**config.mk**
```make
export PLATFORM = sky130hd
export DESIGN_NAME = paddle_array
export DESIGN_NICKNAME = d
export VERILOG_FILES = /design/src/rtl/paddle_pkg.sv /design/src/rtl/paddle_channel.sv /design/src/rtl/paddle_array.sv
export SDC_FILE = /design/constraint.sdc
export NUM_CORES = 1
export LEC_CHECK = 0
export ABC_AREA = 1
export BUFFER_PORTS_ARGS = -buffer_cell sky130_fd_sc_hd__buf_2
export CAP_MARGIN = 0
export CORE_ASPECT_RATIO = 1.2
export CORE_UTILIZATION = 30
export DETAILED_ROUTE_END_ITERATION = 6
export PLACE_DENSITY_LB_ADDON = 0.12
export SLEW_MARGIN = 40
export SYNTH_ARGS = -nofsm -noshare
export SYNTH_HDL_FRONTEND = slang
export SYNTH_HIERARCHICAL = 1
export SYNTH_SLANG_ARGS = --single-unit
```
**constraint.sdc**
```tcl
create_clock -name pixel_clock -period 4.21 [get_ports pixel_clock]
set_input_delay 0.2105 -clock pixel_clock [delete_from_list [all_inputs] [get_ports pixel_clock]]
set_output_delay 0.2105 -clock pixel_clock [all_outputs]
set_load 0.01 [all_outputs]
```
**src/rtl/paddle_pkg.sv**
```systemverilog
// rtl/paddle_pkg.sv - shared types and helpers for the paddle array
package paddle_pkg;

  typedef enum logic [1:0] {
    IDLE,
    FWD,
    BWD
  } state_t;

  typedef enum logic [1:0] {
    CMD_NONE,
    CMD_F,
    CMD_B
  } cmd_t;

  // Highest legal position: the paddle must still fit inside the playfield.
  function automatic int top_max(input int pos_max, input int paddle_length);
    return pos_max - paddle_length;
  endfunction

  function automatic cmd_t decode_cmd(input logic fwd, input logic bwd);
    cmd_t cmd;
    cmd = CMD_NONE;
    if (fwd && !bwd) cmd = CMD_F;
    else if (bwd && !fwd) cmd = CMD_B;
    return cmd;
  endfunction

endpackage

```
**src/rtl/paddle_channel.sv**
```systemverilog
// rtl/paddle_channel.sv - one paddle: direction FSM, speed ramp, position and clamp
module paddle_channel
  import paddle_pkg::*;
#(
  parameter int POS_WIDTH     = 12,
  parameter int PADDLE_LENGTH = 200,
  parameter int POS_MIN       = 0,
  parameter int POS_MAX       = 479,
  parameter int START_POS     = 140,
  parameter int SPEED_MIN     = 2,
  parameter int SPEED_MAX     = 16,
  parameter int ACCEL         = 2,
  parameter int SPEED_WIDTH   = 6
) (
  input  logic                 pixel_clock,
  input  logic                 reset,
  input  logic                 tick,
  input  logic                 move_forward,
  input  logic                 move_backward,
  output logic [POS_WIDTH-1:0] paddle_pos,
  output logic                 paddle_moving,
  output logic                 at_min,
  output logic                 at_max
);

  localparam int TOP_MAX = top_max(POS_MAX, PADDLE_LENGTH);

  localparam logic [POS_WIDTH:0]     TOP_W       = (POS_WIDTH+1)'(TOP_MAX);
  localparam logic [POS_WIDTH:0]     MIN_W       = (POS_WIDTH+1)'(POS_MIN);
  localparam logic [POS_WIDTH-1:0]   TOP_P       = POS_WIDTH'(TOP_MAX);
  localparam logic [POS_WIDTH-1:0]   MIN_P       = POS_WIDTH'(POS_MIN);
  localparam logic [POS_WIDTH-1:0]   START_P     = POS_WIDTH'(START_POS);
  localparam logic [SPEED_WIDTH-1:0] SPEED_MIN_S = SPEED_WIDTH'(SPEED_MIN);
  localparam logic [SPEED_WIDTH-1:0] SPEED_MAX_S = SPEED_WIDTH'(SPEED_MAX);
  localparam logic [SPEED_WIDTH:0]   SPEED_MAX_E = (SPEED_WIDTH+1)'(SPEED_MAX);
  localparam logic [SPEED_WIDTH:0]   ACCEL_E     = (SPEED_WIDTH+1)'(ACCEL);

  state_t                 state, state_next;
  cmd_t                   cmd;
  logic [SPEED_WIDTH-1:0] speed, speed_next, speed_up;
  logic [SPEED_WIDTH:0]   speed_sum;
  logic [POS_WIDTH-1:0]   pos, pos_next;
  logic [POS_WIDTH:0]     step, fwd_sum, bwd_floor;

  always_comb begin
    state_next = state;
    speed_next = speed;
    pos_next   = pos;
    cmd        = decode_cmd(move_forward, move_backward);
    speed_sum  = {1'b0, speed} + ACCEL_E;
    speed_up   = SPEED_MIN_S;
    // Only a continued push in the same direction accelerates; any other start is slow.
    if ((cmd == CMD_F && state == FWD) || (cmd == CMD_B && state == BWD))
      speed_up = (speed_sum > SPEED_MAX_E) ? SPEED_MAX_S : speed_sum[SPEED_WIDTH-1:0];
    step      = (POS_WIDTH+1)'(speed_up);
    fwd_sum   = {1'b0, pos} + step;
    bwd_floor = MIN_W + step;

    if (tick) begin
      case (cmd)
        CMD_F: begin
          state_next = FWD;
          if (fwd_sum > TOP_W) begin
            pos_next   = TOP_P;
            speed_next = SPEED_MIN_S;
          end else begin
            pos_next   = fwd_sum[POS_WIDTH-1:0];
            speed_next = speed_up;
          end
        end
        CMD_B: begin
          state_next = BWD;
          if ({1'b0, pos} < bwd_floor) begin
            pos_next   = MIN_P;
            speed_next = SPEED_MIN_S;
          end else begin
            pos_next   = pos - step[POS_WIDTH-1:0];
            speed_next = speed_up;
          end
        end
        default: begin
          state_next = IDLE;
          speed_next = '0;
        end
      endcase
    end
  end

  // Status flags are registered from the next-state values so they line up with paddle_pos.
  always_ff @(posedge pixel_clock) begin
    if (reset) begin
      state         <= IDLE;
      speed         <= '0;
      pos           <= START_P;
      paddle_moving <= 1'b0;
      at_min        <= (START_P == MIN_P);
      at_max        <= (START_P == TOP_P);
    end else begin
      state         <= state_next;
      speed         <= speed_next;
      pos           <= pos_next;
      paddle_moving <= (state_next != IDLE);
      at_min        <= (pos_next == MIN_P);
      at_max        <= (pos_next == TOP_P);
    end
  end

  assign paddle_pos = pos;

endmodule

```
**src/rtl/paddle_array.sv**
```systemverilog
// rtl/paddle_array.sv - N independent paddles updated once per frame on vsync rise
module paddle_array
  import paddle_pkg::*;
#(
  parameter int NUM_PADDLES   = 2,
  parameter int POS_WIDTH     = 12,
  parameter int PADDLE_LENGTH = 200,
  parameter int POS_MIN       = 0,
  parameter int POS_MAX       = 479,
  parameter int START_POS     = 140,
  parameter int SPEED_MIN     = 2,
  parameter int SPEED_MAX     = 16,
  parameter int ACCEL         = 2,
  parameter int SPEED_WIDTH   = 6
) (
  input  logic                             pixel_clock,
  input  logic                             reset,
  input  logic                             vertical_sync,
  input  logic [NUM_PADDLES-1:0]           move_forward,
  input  logic [NUM_PADDLES-1:0]           move_backward,
  output logic [NUM_PADDLES*POS_WIDTH-1:0] paddle_pos,
  output logic [NUM_PADDLES-1:0]           paddle_moving,
  output logic [NUM_PADDLES-1:0]           at_min,
  output logic [NUM_PADDLES-1:0]           at_max,
  output logic                             frame_tick
);

  localparam int TOP_MAX = top_max(POS_MAX, PADDLE_LENGTH);

  if (NUM_PADDLES < 1) begin : g_err_count
    $error("paddle_array: NUM_PADDLES must be at least 1");
  end
  if (SPEED_MIN > SPEED_MAX || SPEED_MAX >= 2**SPEED_WIDTH) begin : g_err_speed
    $error("paddle_array: speed range does not fit SPEED_WIDTH");
  end
  if (POS_MIN > START_POS || START_POS > TOP_MAX) begin : g_err_start
    $error("paddle_array: START_POS outside legal range");
  end
  if (POS_MAX >= 2**POS_WIDTH) begin : g_err_width
    $error("paddle_array: POS_MAX does not fit POS_WIDTH");
  end

  logic last_vsync;

  // last_vsync resets high so a vsync already asserted at release is not a new frame.
  always_ff @(posedge pixel_clock) begin
    if (reset) begin
      last_vsync <= 1'b1;
      frame_tick <= 1'b0;
    end else begin
      last_vsync <= vertical_sync;
      frame_tick <= vertical_sync && !last_vsync;
    end
  end

  for (genvar i = 0; i < NUM_PADDLES; i++) begin : g_channel
    paddle_channel #(
      .POS_WIDTH     (POS_WIDTH),
      .PADDLE_LENGTH (PADDLE_LENGTH),
      .POS_MIN       (POS_MIN),
      .POS_MAX       (POS_MAX),
      .START_POS     (START_POS),
      .SPEED_MIN     (SPEED_MIN),
      .SPEED_MAX     (SPEED_MAX),
      .ACCEL         (ACCEL),
      .SPEED_WIDTH   (SPEED_WIDTH)
    ) u_channel (
      .pixel_clock   (pixel_clock),
      .reset         (reset),
      .tick          (frame_tick),
      .move_forward  (move_forward[i]),
      .move_backward (move_backward[i]),
      .paddle_pos    (paddle_pos[i*POS_WIDTH +: POS_WIDTH]),
      .paddle_moving (paddle_moving[i]),
      .at_min        (at_min[i]),
      .at_max        (at_max[i])
    );
  end

endmodule

```
# After elaboration in Yosys (flattened, before gate mapping)
# Index checks and enable logic that the tools add are counted.
# word_totals
regBits	48
inputBits	7
wordCells	82
# classes
add_sub_neg	6
order_cmp	6
eq_ne	10
mux	26
n_reduce_logical	20
# ops
cell	n
12-bit two-way mux	6
6-bit two-way mux	8
12-bit one-hot mux with 2 select lines	2
12-bit by 6-bit adder with 13-bit output	2
13-bit by 9-bit greater-than comparator with 1-bit output, second input constant	2
12-bit by 9-bit == test with 1-bit output, second input constant	2
12-bit zero test	2
12-bit by 6-bit less-than comparator with 1-bit output	2
6-bit one-hot mux with 2 select lines	2
12-bit by 6-bit subtractor with 12-bit output	2
6-bit by 2-bit adder with 7-bit output, second input constant	2
7-bit by 5-bit greater-than comparator with 1-bit output, second input constant	2
2-bit two-way mux	6
1-bit logical AND	9
2-bit by 1-bit == test with 1-bit output, second input constant	4
2-bit == test, second input constant	4
2-bit one-hot mux with 2 select lines	2
1-bit zero test	5
2-bit nonzero test	2
1-bit logical OR	2

# Longest topological paths before layout
# depth
depth_word	14
depth_mapped	30
depth_no_buf	28

# Cells and area by module
# The synthesis kept the hierarchy.
# modules_own_cells
mod	n_inst	cells_each	area_each_um2	seq_area_each_um2
paddle_channel (g_channel[0].u_channel)	1	391	2451.1	460.4
paddle_channel (g_channel[1].u_channel)	1	381	2383.5	460.4
paddle_array	1	6	60.1	40.0

# Worst setup path after synthesis
# Ideal clock, no wire load.
# synth_timing
path_kind	register to register
start	register g_channel[1].u_channel.speed[1]
end	register g_channel[1].u_channel.pos[2]
setup_time_ns	0.123
t_arrival_ns	2.947
required_time_ns	4.087
slack_ns	1.140
stages_incl_launch_ff	21
cell_sequence	dfxtp_1 > ha_1 > nand4_1 > o21ai_0 > nand2_1 > nor3_1 > inv_1 > ha_1 > nor2_2 > inv_2 > nor2_2 > nand2_1 > nand2_2 > nand2_1 > nand2_2 > nand4_2 > nand2_4 > nand2_4 > nand2_4 > a21oi_2 > or2_2
# synth_via
elab_chain_cells	9
elab_cells_between_ends	12
classes_between	add/sub: 3; order compare: 3; mux: 6
# synth_lines
element	line	source
from (decl)	paddle_channel.sv:40	logic [SPEED_WIDTH-1:0] speed, speed_next, speed_up;
from (signal assigned)	paddle_channel.sv:100	speed <= speed_next;
6-bit by 2-bit adder with 7-bit output (*)	paddle_channel.sv:50	speed_sum = {1'b0, speed} + ACCEL_E;
7-bit by 5-bit greater-than comparator with 1-bit output	paddle_channel.sv:54	speed_up = (speed_sum > SPEED_MAX_E) ? SPEED_MAX_S : speed_sum[SPEED_WIDTH-1:0];
6-bit two-way mux (*)	paddle_channel.sv:54	
6-bit two-way mux (*)	paddle_channel.sv:53	if ((cmd == CMD_F && state == FWD) || (cmd == CMD_B && state == BWD))
12-bit by 6-bit adder with 13-bit output	paddle_channel.sv:56	fwd_sum = {1'b0, pos} + step;
13-bit by 9-bit greater-than comparator with 1-bit output	paddle_channel.sv:63	if (fwd_sum > TOP_W) begin
12-bit two-way mux	paddle_channel.sv:63	
12-bit one-hot mux with 2 select lines (*)	paddle_channel.sv:60	case (cmd)
12-bit two-way mux (*)	paddle_channel.sv:59	if (tick) begin
to (signal assigned)	paddle_channel.sv:101	pos <= pos_next;
to (decl)	paddle_channel.sv:42	logic [POS_WIDTH-1:0] pos, pos_next;
# Every way passes the cells marked *; elsewhere a longest branch is shown, timed or not.
# A chain may end at the register's enable or synchronous reset.

# Worst setup path in the final report
# layout_timing
start	register g_channel[1].u_channel.speed[1]
end	register g_channel[1].u_channel.at_min
# layout_via
elab_chain_cells	10
elab_cells_between_ends	13
classes_between	add/sub: 3; order compare: 3; mux: 6; reduce/logical: 1
# layout_lines
element	line	source
6-bit by 2-bit adder with 7-bit output (*)	paddle_channel.sv:50	
7-bit by 5-bit greater-than comparator with 1-bit output	paddle_channel.sv:54	
6-bit two-way mux (*)	paddle_channel.sv:54	
6-bit two-way mux (*)	paddle_channel.sv:53	
12-bit by 6-bit adder with 13-bit output	paddle_channel.sv:56	
13-bit by 9-bit greater-than comparator with 1-bit output	paddle_channel.sv:63	
12-bit two-way mux	paddle_channel.sv:63	
12-bit one-hot mux with 2 select lines (*)	paddle_channel.sv:60	
12-bit two-way mux (*)	paddle_channel.sv:59	
12-bit zero test (*)	paddle_channel.sv:103	at_min <= (pos_next == MIN_P);
to (signal assigned)	paddle_channel.sv:96	at_min <= (START_P == MIN_P);
to (signal assigned)	paddle_channel.sv:103	
to (decl)	paddle_channel.sv:22	output logic at_min,
# Marked as above.

==> metrics <==
P per Cell Area 214 mW/mm²; DRT Pass-1 Iters 5; Worst Tran Pin Value 0.498 ns; TritonCTS Sinks 48; die area 0.0168 mm²; final std cells w/o fill 1,013; Worst R2R End g_channel[1].u_channel/at_min$_SDFF_PP0_; detailed-route wire length 14,000 µm; # Max-Cap Violations 0; Worst-path clk slew 0.08 ns; net switching power 340 µW; CP Max Fanout 7; number of antenna violations at the first check in global routing 0; Post-Syn Nets 819; Starting DRT DRC Count 252; core area 0.0158 mm²; Post-Syn Area 0.00489 mm²; HP Start vertical_sync; GPL Wtd Cong 0.841; cts hold-fix bufs 0; GRT Residual Overflow 0; Tot Pwr 1150 µW; max-slew violations 0; first-pass GRT wire length 23,100 µm; Via-to-Cell Ratio 4.73; all-layer global routing usage 17.3%; fin area 0.00540 mm²; Final Cycle Share 89.9%; hold path endpoint last_vsync$_SDFF_PP1_; NumNets Final 845; Int Power 815 µW; syn avg cell area 6.29 µm²; number of synthesized flops with an enable pin 0; clock network fraction of total power 40.4%; port buffer count 37; n_diodes 0; slew margin rel. 66.4%; root buffer cell clkbuf_16; Setup TNS 0 ns; # H-tree levels 2; Reg2Reg Setup Slack 0.43 ns; peak supply drop 0.000179 V; class of the worst hold path in -> reg; register area share after synthesis 19.6%; switching part of the total 29.5%; clk buf depth 2; vias 4,787; #FFs+latches synth 48; Placed Area 0.00522 mm²; status complete, no violations; r2r startpoint g_channel[1].u_channel/speed[1]$_SDFFE_PP0P_; top cell type's share of synthesized area 19.6%; chip width 119 µm; min cycle time layout 3.78 ns; DR DRC count 0; number of global-route vias before repair 4,658; Final Setup Violations 0; WP data required 4.41 ns; synth unique cells 45; FILL cells 1,798; Crit Path Class reg -> reg; Top-Level Pins 38; reg2reg path depth 26; Rows 50; post-synth top area cell dfxtp_1; antenna-violating nets left 0; leakage power 0.00272 µW; Clock Skews 0.0158 ns; Detail Placement HPWL 11,400 µm; WP data arrival 3.98 ns; unrepaired setup endpoints after global routing false; maximum number of pins on one net before global-route repair 28; Post-Place Cells 1,005; Most used DFF post-synth dfxtp_1; CTS tree built; Clk Latency, worst-skew pair 0.30 ns; share of cells above drive strength 1 19.6%; synth warn 6; Initial Util 31.0%; Post-synth ARST share 0%; Fin. Hold Viols 0; combinational share of power 18.0%; Final Core Density 34.3%; Hold Crit Depth 3; Cells after Synth 778; Setup crit start kind register; critical path capture point type register; DR WL/cell 13.8 µm; Layout area overhead 10.4%; total CTS buffers 5; Highest Clock Rate 264 MHz; die height 142 µm; Seq pwr share 41.6%; Post-CTS Setup Bufs 0; Synth area leaders dfxtp_1 20%, nand2_1 14%, inv_1 7.9%, ha_1 7.7%, nand3_1 7.6%
cell usage after synthesis, types with 2 or more instances:
cell	instances
o21ai_0	22
clkbuf_1	7
mux2i_1	2
or2_2	8
ha_1	30
dfxtp_1	48
o21ai_1	4
nand4_1	17
xor2_1	6
inv_2	12
a21oi_1	29
nor2_2	9
a31oi_1	5
fa_1	4
nand2_1	189
a21oi_4	3
a21o_1	3
nor3_1	14
a21oi_2	3
nand4_2	2
nor2_8	2
xnor2_1	3
xor2_2	2
o211ai_1	3
inv_4	3
nand3b_1	3
o21bai_1	3
nand3_2	8
nand3_4	2
nor2_1	82
buf_4	8
buf_2	3
nor2_4	4
nand3_1	74
nand2_2	36
nand2_4	6
conb_1	4
inv_1	103
buf_6	6
kinds of logic (layout without fill, tap and decap cells):
group	Yosys count	after routing	share of synthesized area [%]
compound gates	78	78	9.69
xor+xnor	11	11	2.28
fa+ha+maj	34	34	9.30
buf+inv	143	170	12.8
flops	48	48	19.6
mux	2	2	0.409
other cells	4	4	0.307
simple gates	458	458	45.6
stage by stage:
stage / hold WS (ns) / worst slack (ns)
after floorplan: 0.280 / 1.14
after global placement: 0.388 / 0.404
after detailed placement: 0.392 / 0.367
after CTS: 0.114 / 0.328
after global routing: 0.124 / 0.0396
final: 0.119 / 0.425
worst max-delay path by stage:
stage / startpoint / endpoint / slack (ns) / cells past startpoint
floorplan: g_channel[1].u_channel/speed[1]$_SDFFE_PP0P_ / g_channel[1].u_channel/paddle_pos[2]$_SDFF_PP1_ / 1.14 / 20
global placement: g_channel[1].u_channel/speed[1]$_SDFFE_PP0P_ / g_channel[1].u_channel/at_min$_SDFF_PP0_ / 0.40 / 24
detailed placement: g_channel[1].u_channel/speed[1]$_SDFFE_PP0P_ / g_channel[1].u_channel/at_min$_SDFF_PP0_ / 0.37 / 24
CTS: g_channel[1].u_channel/speed[1]$_SDFFE_PP0P_ / g_channel[1].u_channel/at_min$_SDFF_PP0_ / 0.33 / 24
global route: g_channel[1].u_channel/speed[1]$_SDFFE_PP0P_ / g_channel[1].u_channel/at_max$_SDFF_PP0_ / 0.04 / 26
finish: g_channel[1].u_channel/speed[1]$_SDFFE_PP0P_ / g_channel[1].u_channel/at_min$_SDFF_PP0_ / 0.43 / 26
final cells by class:
class,count,area [µm²],share of cell area [%]
flip-flops and latches,48,961,17.8
well taps,208,260,4.82
repair buffers,43,230,4.26
inverters,119,455,8.43
clock inverters,3,46.3,0.857
clock buffers,5,125,2.32
multi-input cells,587,3320,61.5
critical path: stages, from the launching register on:
cell	delay, ns
dfxtp_1	0.34
ha_1	0.25
xnor2_1	0.17
nand4_1	0.09
nand3_1	0.07
nand2_1	0.16
inv_1	0.06
a21oi_1	0.28
inv_1	0.17
fa_1	0.46
nand3b_1	0.19
nand2_1	0.11
nand2_1	0.06
nand2_1	0.10
inv_2	0.05
nand2_1	0.14
nand2_2	0.15
inv_2	0.15
nand2_1	0.07
o21ai_1	0.11
inv_1	0.05
nand2_1	0.05
nand2_1	0.09
nand2_1	0.12
nor2_2	0.05
nand3_1	0.07
nor2_1	0.06
layer usage:
metal  share of wire [%]  GRT usage (%)  wire, µm  vias up
li1                    -              -         -     2512
met4                 2.0           6.40       280        0
met3                 3.0           2.09       422       17
met5                   0              0         0        -
met1                  42           19.4      5880     2172
met2                  53           33.2      7440       86
sequential cells by signal (all words and copies together) (netlist names):
name and cells:
last_vsync 1, g_channel.u_channel/at_max 2, g_channel.u_channel/speed 12, g_channel.u_channel/paddle_moving 2, frame_tick 1, g_channel.u_channel/at_min 2, g_channel.u_channel/paddle_pos 24, g_channel.u_channel/state 4
power groups by stage:
stage	Clock, µW	Combinational [µW]	Sequential, µW
floorplan	0	162	485
global placement	0	208	491
detailed placement	0	208	491
CTS	489	209	481
global route	504	234	482
finish	467	207	480
cells in the final DEF, fill, tap and decap left out, types with 4 or more instances in the layout:
cell and count:
fa_1 4, o21ai_1 4, nand3_1 74, dfxtp_1 48, inv_1 103, buf_2 37
nand3_2 8, nor2_1 81, xor2_1 6, buf_4 6, nor2_4 4, conb_1 4
nand4_1 17, or2_2 8, inv_2 12, nor2_2 10, nor3_1 12, a21oi_1 29
nand2_1 189, nand2_4 6, nand2_2 36, ha_1 29, a31oi_1 5, clkbuf_16 5
o21ai_0 22
what timing repair did:
action,4_1_cts,5_1_grt
resized for setup,0,4
hold endpoints to repair,0,0
endpoints found under the setup margin,0,5
No activity file was read; power rests on OpenSTA's default activity.
